[src/rtl/fetch_queue_pkg.sv]
`default_nettype none
// ============================================================================
// Module      : fetch_queue_pkg
// Description : Shared constants and FSM state encoding for the fetch queue.
// Revision    : 1.0 - initial release
// ============================================================================
package fetch_queue_pkg;

   localparam int INSTR_W = 32;
   localparam int ENTRY_W = 2 * INSTR_W;   // {pc_plus_four, instruction}
   localparam logic [INSTR_W-1:0] PC_STEP = 32'd4;

   typedef enum logic [1:0] {
      ST_IDLE = 2'd0,   // no request outstanding
      ST_WAIT = 2'd1,   // live request outstanding
      ST_DROP = 2'd2    // outstanding request made stale by a redirect
   } fq_state_t;

endpackage
`default_nettype wire

[src/rtl/fetch_queue_fifo.sv]
`default_nettype none
// ============================================================================
// Module      : fetch_queue_fifo
// Description : DEPTH-entry circular buffer holding {pc+4, instruction}
//               entries. Push on a full queue is dropped unless a pop frees
//               the slot in the same cycle; pop on empty is ignored.
// Revision    : 1.0 - initial release
// ============================================================================
module fetch_queue_fifo
   import fetch_queue_pkg::*;
#(
   parameter int DEPTH = 4,
   parameter int WIDTH = ENTRY_W
)(
   input  logic                         clock,
   input  logic                         reset,
   input  logic                         flush,
   input  logic                         push,
   input  logic [WIDTH-1:0]             push_data,
   input  logic                         pop,
   output logic [WIDTH-1:0]             head_data,
   output logic [$clog2(DEPTH+1)-1:0]   count
);

   localparam int PTR_W = $clog2(DEPTH);
   localparam int CNT_W = $clog2(DEPTH + 1);

   logic [WIDTH-1:0] r_mem [DEPTH];
   logic [PTR_W-1:0] r_wr_ptr;
   logic [PTR_W-1:0] r_rd_ptr;
   logic [CNT_W-1:0] r_count;
   logic             w_do_push;
   logic             w_do_pop;

   assign w_do_pop  = pop && (r_count != '0);
   assign w_do_push = push && ((r_count != CNT_W'(DEPTH)) || w_do_pop);

   // Pointer and occupancy tracking; flush empties the queue in one cycle.
   always_ff @(posedge clock) begin
      if (!reset || flush) begin
         r_wr_ptr <= '0;
         r_rd_ptr <= '0;
         r_count  <= '0;
      end else begin
         if (w_do_push) r_wr_ptr <= r_wr_ptr + PTR_W'(1);
         if (w_do_pop)  r_rd_ptr <= r_rd_ptr + PTR_W'(1);
         r_count <= r_count + CNT_W'(w_do_push) - CNT_W'(w_do_pop);
      end
   end

   // Entry storage; contents need no reset since empty slots are never shown.
   always_ff @(posedge clock) begin
      if (reset && !flush && w_do_push) begin
         r_mem[r_wr_ptr] <= push_data;
      end
   end

   assign head_data = r_mem[r_rd_ptr];
   assign count     = r_count;

endmodule
`default_nettype wire

[src/rtl/fetch_queue.sv]
`default_nettype none
// ============================================================================
// Module      : fetch_queue
// Description : Instruction fetch front end. Issues one outstanding memory
//               request at a time, buffers returned instructions with their
//               pc+4, and flushes/restarts on a taken-branch redirect.
//               Optional macro FETCH_QUEUE_BYPASS_EN forwards a returning
//               instruction straight to the outputs when the queue is empty.
// Revision    : 1.0 - initial release
// ============================================================================
module fetch_queue
   import fetch_queue_pkg::*;
#(
   parameter int                 DEPTH    = 4,
   parameter logic [INSTR_W-1:0] RESET_PC = 32'h0000_0000
)(
   input  logic                         clock,
   input  logic                         reset,
   input  logic                         redirect,
   input  logic [INSTR_W-1:0]           redirect_pc,
   output logic                         imem_req,
   output logic [INSTR_W-1:0]           imem_addr,
   input  logic                         imem_ack,
   input  logic [INSTR_W-1:0]           imem_data,
   output logic                         out_valid,
   input  logic                         out_ready,
   output logic [INSTR_W-1:0]           out_instruction,
   output logic [INSTR_W-1:0]           out_pc_plus_four,
   output logic [$clog2(DEPTH+1)-1:0]   count
);

   localparam int CNT_W = $clog2(DEPTH + 1);

   fq_state_t          r_state;
   logic [INSTR_W-1:0] r_fetch_pc;
   logic [INSTR_W-1:0] r_req_addr;
   logic               r_req;

   logic [ENTRY_W-1:0] w_head;
   logic [CNT_W-1:0]   w_count;
   logic [CNT_W-1:0]   w_count_next;
   logic [INSTR_W-1:0] w_next_pc;
   logic               w_ack_live;
   logic               w_fifo_valid;
   logic               w_bypass;
   logic               w_push;
   logic               w_pop;
   logic               w_room_after;
   logic               w_free_now;

   assign w_next_pc    = r_fetch_pc + PC_STEP;
   assign w_fifo_valid = (w_count != '0);
   // A response that actually delivers an instruction this cycle.
   assign w_ack_live   = reset && (r_state == ST_WAIT) && imem_ack && !redirect;

`ifdef FETCH_QUEUE_BYPASS_EN
   assign w_bypass = w_ack_live && !w_fifo_valid;
`else
   assign w_bypass = 1'b0;
`endif

   // Bypassed-and-accepted instructions never occupy a slot.
   assign w_push       = w_ack_live && !(w_bypass && out_ready);
   assign w_pop        = reset && !redirect && w_fifo_valid && out_ready;
   assign w_count_next = w_count + CNT_W'(w_push) - CNT_W'(w_pop);
   assign w_room_after = (w_count_next < CNT_W'(DEPTH));
   assign w_free_now   = (w_count < CNT_W'(DEPTH));

   fetch_queue_fifo #(
      .DEPTH (DEPTH),
      .WIDTH (ENTRY_W)
   ) u_fifo (
      .clock     (clock),
      .reset     (reset),
      .flush     (redirect),
      .push      (w_push),
      .push_data ({w_next_pc, imem_data}),
      .pop       (w_pop),
      .head_data (w_head),
      .count     (w_count)
   );

   // Request FSM: one request in flight, issued only with a slot reserved.
   always_ff @(posedge clock) begin
      if (!reset) begin
         r_state    <= ST_IDLE;
         r_fetch_pc <= RESET_PC;
         r_req_addr <= RESET_PC;
         r_req      <= 1'b0;
      end else begin
         case (r_state)
            ST_IDLE: begin
               if (redirect) begin
                  r_fetch_pc <= redirect_pc;
               end else if (w_free_now) begin
                  r_state    <= ST_WAIT;
                  r_req      <= 1'b1;
                  r_req_addr <= r_fetch_pc;
               end
            end
            ST_WAIT: begin
               if (redirect) begin
                  r_fetch_pc <= redirect_pc;
                  if (imem_ack) begin
                     r_state <= ST_IDLE;
                     r_req   <= 1'b0;
                  end else begin
                     r_state <= ST_DROP;
                  end
               end else if (imem_ack) begin
                  r_fetch_pc <= w_next_pc;
                  if (w_room_after) begin
                     r_req_addr <= w_next_pc;
                  end else begin
                     r_state <= ST_IDLE;
                     r_req   <= 1'b0;
                  end
               end
            end
            ST_DROP: begin
               if (redirect) r_fetch_pc <= redirect_pc;
               if (imem_ack) begin
                  r_state <= ST_IDLE;
                  r_req   <= 1'b0;
               end
            end
            default: begin
               r_state <= ST_IDLE;
               r_req   <= 1'b0;
            end
         endcase
      end
   end

   assign imem_req  = r_req;
   assign imem_addr = r_req_addr;
   assign count     = w_count;

   // Present the queue head (or the forwarded response when bypassing).
   always_comb begin
      out_valid        = w_fifo_valid;
      out_instruction  = w_fifo_valid ? w_head[INSTR_W-1:0]       : '0;
      out_pc_plus_four = w_fifo_valid ? w_head[ENTRY_W-1:INSTR_W] : '0;
`ifdef FETCH_QUEUE_BYPASS_EN
      if (w_bypass) begin
         out_valid        = 1'b1;
         out_instruction  = imem_data;
         out_pc_plus_four = w_next_pc;
      end
`endif
   end

endmodule
`default_nettype wire

[config.mk]
export PLATFORM = sky130hd
export DESIGN_NAME = fetch_queue
export DESIGN_NICKNAME = d
export VERILOG_FILES = /design/src/rtl/fetch_queue_pkg.sv /design/src/rtl/fetch_queue_fifo.sv /design/src/rtl/fetch_queue.sv
export SDC_FILE = /design/constraint.sdc
export NUM_CORES = 1
export LEC_CHECK = 0
export CAP_MARGIN = 10
export CELL_PAD_IN_SITES_DETAIL_PLACEMENT = 0
export CELL_PAD_IN_SITES_GLOBAL_PLACEMENT = 1
export CORE_MARGIN = 1
export CORE_UTILIZATION = 35
export CTS_CLUSTER_SIZE = 14
export DETAILED_ROUTE_END_ITERATION = 16
export GPL_TIMING_DRIVEN = 0
export PLACE_DENSITY_LB_ADDON = 0.1
export SYNTH_ARGS = -nofsm -noshare
export SYNTH_HDL_FRONTEND = slang
export SYNTH_HIERARCHICAL = 1
export SYNTH_SLANG_ARGS = --single-unit
[constraint.sdc]
create_clock -name clock -period 7.62 [get_ports clock]
set_input_delay 1.524 -clock clock [delete_from_list [all_inputs] [get_ports clock]]
set_output_delay 1.524 -clock clock [all_outputs]
set_load 0.01 [all_outputs]
==> results.toml <==
[run_status]
status = "complete, but fails checks"
violations = "DRC"

[worst_setup_path]
cp-startpoint = "u_fifo/count[2]"
crit_required_ns = 6.10
worst_setup_path_end_kind = "output pin"
crit_chain = "clkbuf_1, or3_1, clkbuf_1, clkbuf_1, and2_1, clkdlybuf4s50_1"
endpoint = "out_pc_plus_four[21]"
slowest_stage = "clkbuf_1"
critPathMostFrequentCell = "clkbuf_1"
cp_max_fo = 10
cpPeakStageDelay_ns = 0.60
critPathArrivalTime_ns = 3.54
worstReg2RegStart = "u_fifo/count[2]"
r2r-end = "imem_addr[14]"
crit_type = "flip-flop to output pin"
crit_path_start_kind = "flip-flop"
rr_worst_depth = 13
r2r_setup_slack_ns = 2.99

[finish]
layout-drive-gt1-share_pct = 13.6
synthToLayoutAreaGrowth_pct = 25.2
postLayoutCoreUtil_pct = 44.4
fillerInstances = 3732
final-seq-area_um2 = 9210
finalNetCount = 1303
multiInputGateArea_um2 = 4830
finalNonFillerCells = 1784

[sta]
timing.final.crit_share_pct = 66.4
skew_ns = 0.0145
period_needed_ns = 5.06
slew_headroom_pct = 24.1
max_freq_mhz = 198
rsz0062_at_grt = "false"
hold_viol = 0
fin_setup_tns_ns = 0
setup_viol = 0
tightest_slew_ns = 1.13
drv_slew = 0
holdWs_ns = 0.493

[clock_tree]
clock-sinks = 332
clk_latency_ns = 0.54
cts.repair.resized = 0
cts_buffers = 38
cts_root_buffer = "clkbuf_16"
post_cts_buffers = 0
path_clk_slew_ns = 0.06
cts_tree = "built"
clk_path_buf_depth = 3
cts_hold_buf = 0
cts_max_level = 2

[die]
coreArea_um2 = 40800
pin_count = 170
start_util_pct = 35.4
die_w_um = 205
die-area_um2 = 42200
die_h_um = 205
num_rows = 74

[global_routing]
first_global_vias = 9492
grt_max_degree = 52
grt_pass1_wl_um = 58500
grt_use_total_pct = 18.9
antenna_found_initial = 0
grt-ovfl-total = 0

[placement]
place_congestion = 0.828
hpwl_um = 26200
portBuffers = 168
numPlacedInstances = 1716

[synthesis]
synthDistinctLibCells = 72
synth-seq-cells = 332
yosysSeqAreaShare_pct = 63.7
netlist_instances = 1012
synth_flop_cell = "edfxtp_1"
synth_area_um2 = 14500
yosysWarnings = 6
synth.avg_cell_area_um2 = 14.3
synth_nets = 1091
synth_edf_count = 256
async_flop_share_pct = 0

[detailed_routing]
vias_per_cell = 5.12
wire_per_inst_um = 21.8
via_count = 9141
drtIter0Drc = 517
drtAntennaViolNets = 0
drc_errors = 2
first_pass_iters = 11
drt_wl_total_um = 38900

[power_and_ir_drop]
powerDensity_nw_per_um2 = 220
ir_drop_uv = 122
power.leakage_nw = 5.85
total_power_mw = 3.99

[min_path]
holdPathStages = 2
hp-class = "flip-flop to flip-flop"

[flow_run]
drv_cap = 0
## cells in the final DEF, fill, tap and decap left out, drive strengths merged, types with 21 or more instances in the layout
| cell | count |
|---|---|
| dfxtp | 76 |
| a21oi | 45 |
| nand3 | 21 |
| mux4 | 64 |
| xor2 | 22 |
| xnor2 | 38 |
| nand2 | 55 |
| clkdlybuf4s50 | 168 |
| edfxtp | 256 |
| clkbuf | 101 |
| nor2 | 46 |
| buf | 41 |
| and2 | 69 |
## final cells by class
class | count | area share (%)
clock buffers | 52 | 5.79
inverters | 14 | 0.290
plain buffers | 86 | 2.16
well taps | 532 | 3.67
diodes | 1 | 0.0138
multi-input cells | 580 | 26.7
clock inverters | 15 | 0.698
repair buffers | 172 | 9.89
flip-flops and latches | 332 | 50.8
## layer usage
metal | up-vias | share of wire [%] | track usage (%)
met4 | 0 | 2.6 | 6.40
met2 | 241 | 46 | 30.4
li1 | 4314 | - | -
met3 | 58 | 4.7 | 3.61
met1 | 4528 | 46 | 25.5
met5 | - | 0 | 0
## stage by stage
step,setup slack [ns],instance area (um2)
5_1_grt,2.28,18100
3_5_place_dp,2.24,16900
4_1_cts,2.45,18100
6_report,2.56,18100
3_3_place_gp,2.30,16800
2_1_floorplan,3.60,14500
## flip-flops by register name, indices dropped and copies added (netlist names), named ones only
name             count
imem_req             1
r_state              2
u_fifo/r_mem       256
u_fifo/r_wr_ptr      2
imem_addr           32
r_fetch_pc          32
u_fifo/count         3
u_fifo/r_rd_ptr      2
## power by group
group	internal, mW	switching, mW	leakage [nW]
clock network	1.03	0.712	0.570
logic	0.108	0.142	2.32
registers	1.98	0.0164	2.95
## worst min-delay path by stage
stage / startpoint / endpoint / slack (ns)
floorplan: r_fetch_pc[0] / u_fifo/r_mem[0][32] / 0.48
global placement: imem_addr[0] / imem_addr[0] / 0.48
detailed placement: imem_addr[0] / imem_addr[0] / 0.48
CTS: imem_addr[0] / imem_addr[0] / 0.50
global route: imem_addr[0] / imem_addr[0] / 0.53
finish: imem_addr[0] / imem_addr[0] / 0.49
## critical path: cells and delay by family, from the launching register on
family	cells	cell delay, ns
buffers and inverters	4	2.03
and+or+nand+nor	2	0.52
DFF	1	0.43
## cells in the mapped netlist (all sizes together), types with 4 or more instances
master,n,area share (%)
o31ai,20,1.1
ha,9,0.78
or2,4,0.17
clkbuf,49,1.3
nor4,17,0.97
nand3,21,0.76
nand4,12,0.62
edfxtp,256,53
xnor2,38,2.3
nor2,46,1.2
or3,5,0.22
dfxtp,76,11
o221ai,4,0.29
a32o,6,0.42
nand2b,4,0.17
inv,14,0.36
o21ai,20,0.69
xor2,22,1.3
nand2,55,1.4
nor3,19,0.66
nor2b,6,0.26
o41ai,5,0.30
and3,11,0.51
a21o,4,0.22
mux4,64,10
and2,69,3.0
buf,37,1.4
a211oi,15,0.78
a21oi,45,1.6
a22oi,9,0.47
a32oi,4,0.24
a2bb2oi,4,0.24
## cells by family after synthesis
kind of cell,count (synthesis),synth area share [%]
adder cells (fa/ha/maj),10,0.917
buffers and inverters,100,3.07
multiplexers,68,10.3
flip-flops,332,63.7
AND/OR/NAND/NOR,278,10.5
XOR/XNOR,60,3.63
AO/OA/AOI/OAI,164,7.92
(Power assumes the default switching activity.)
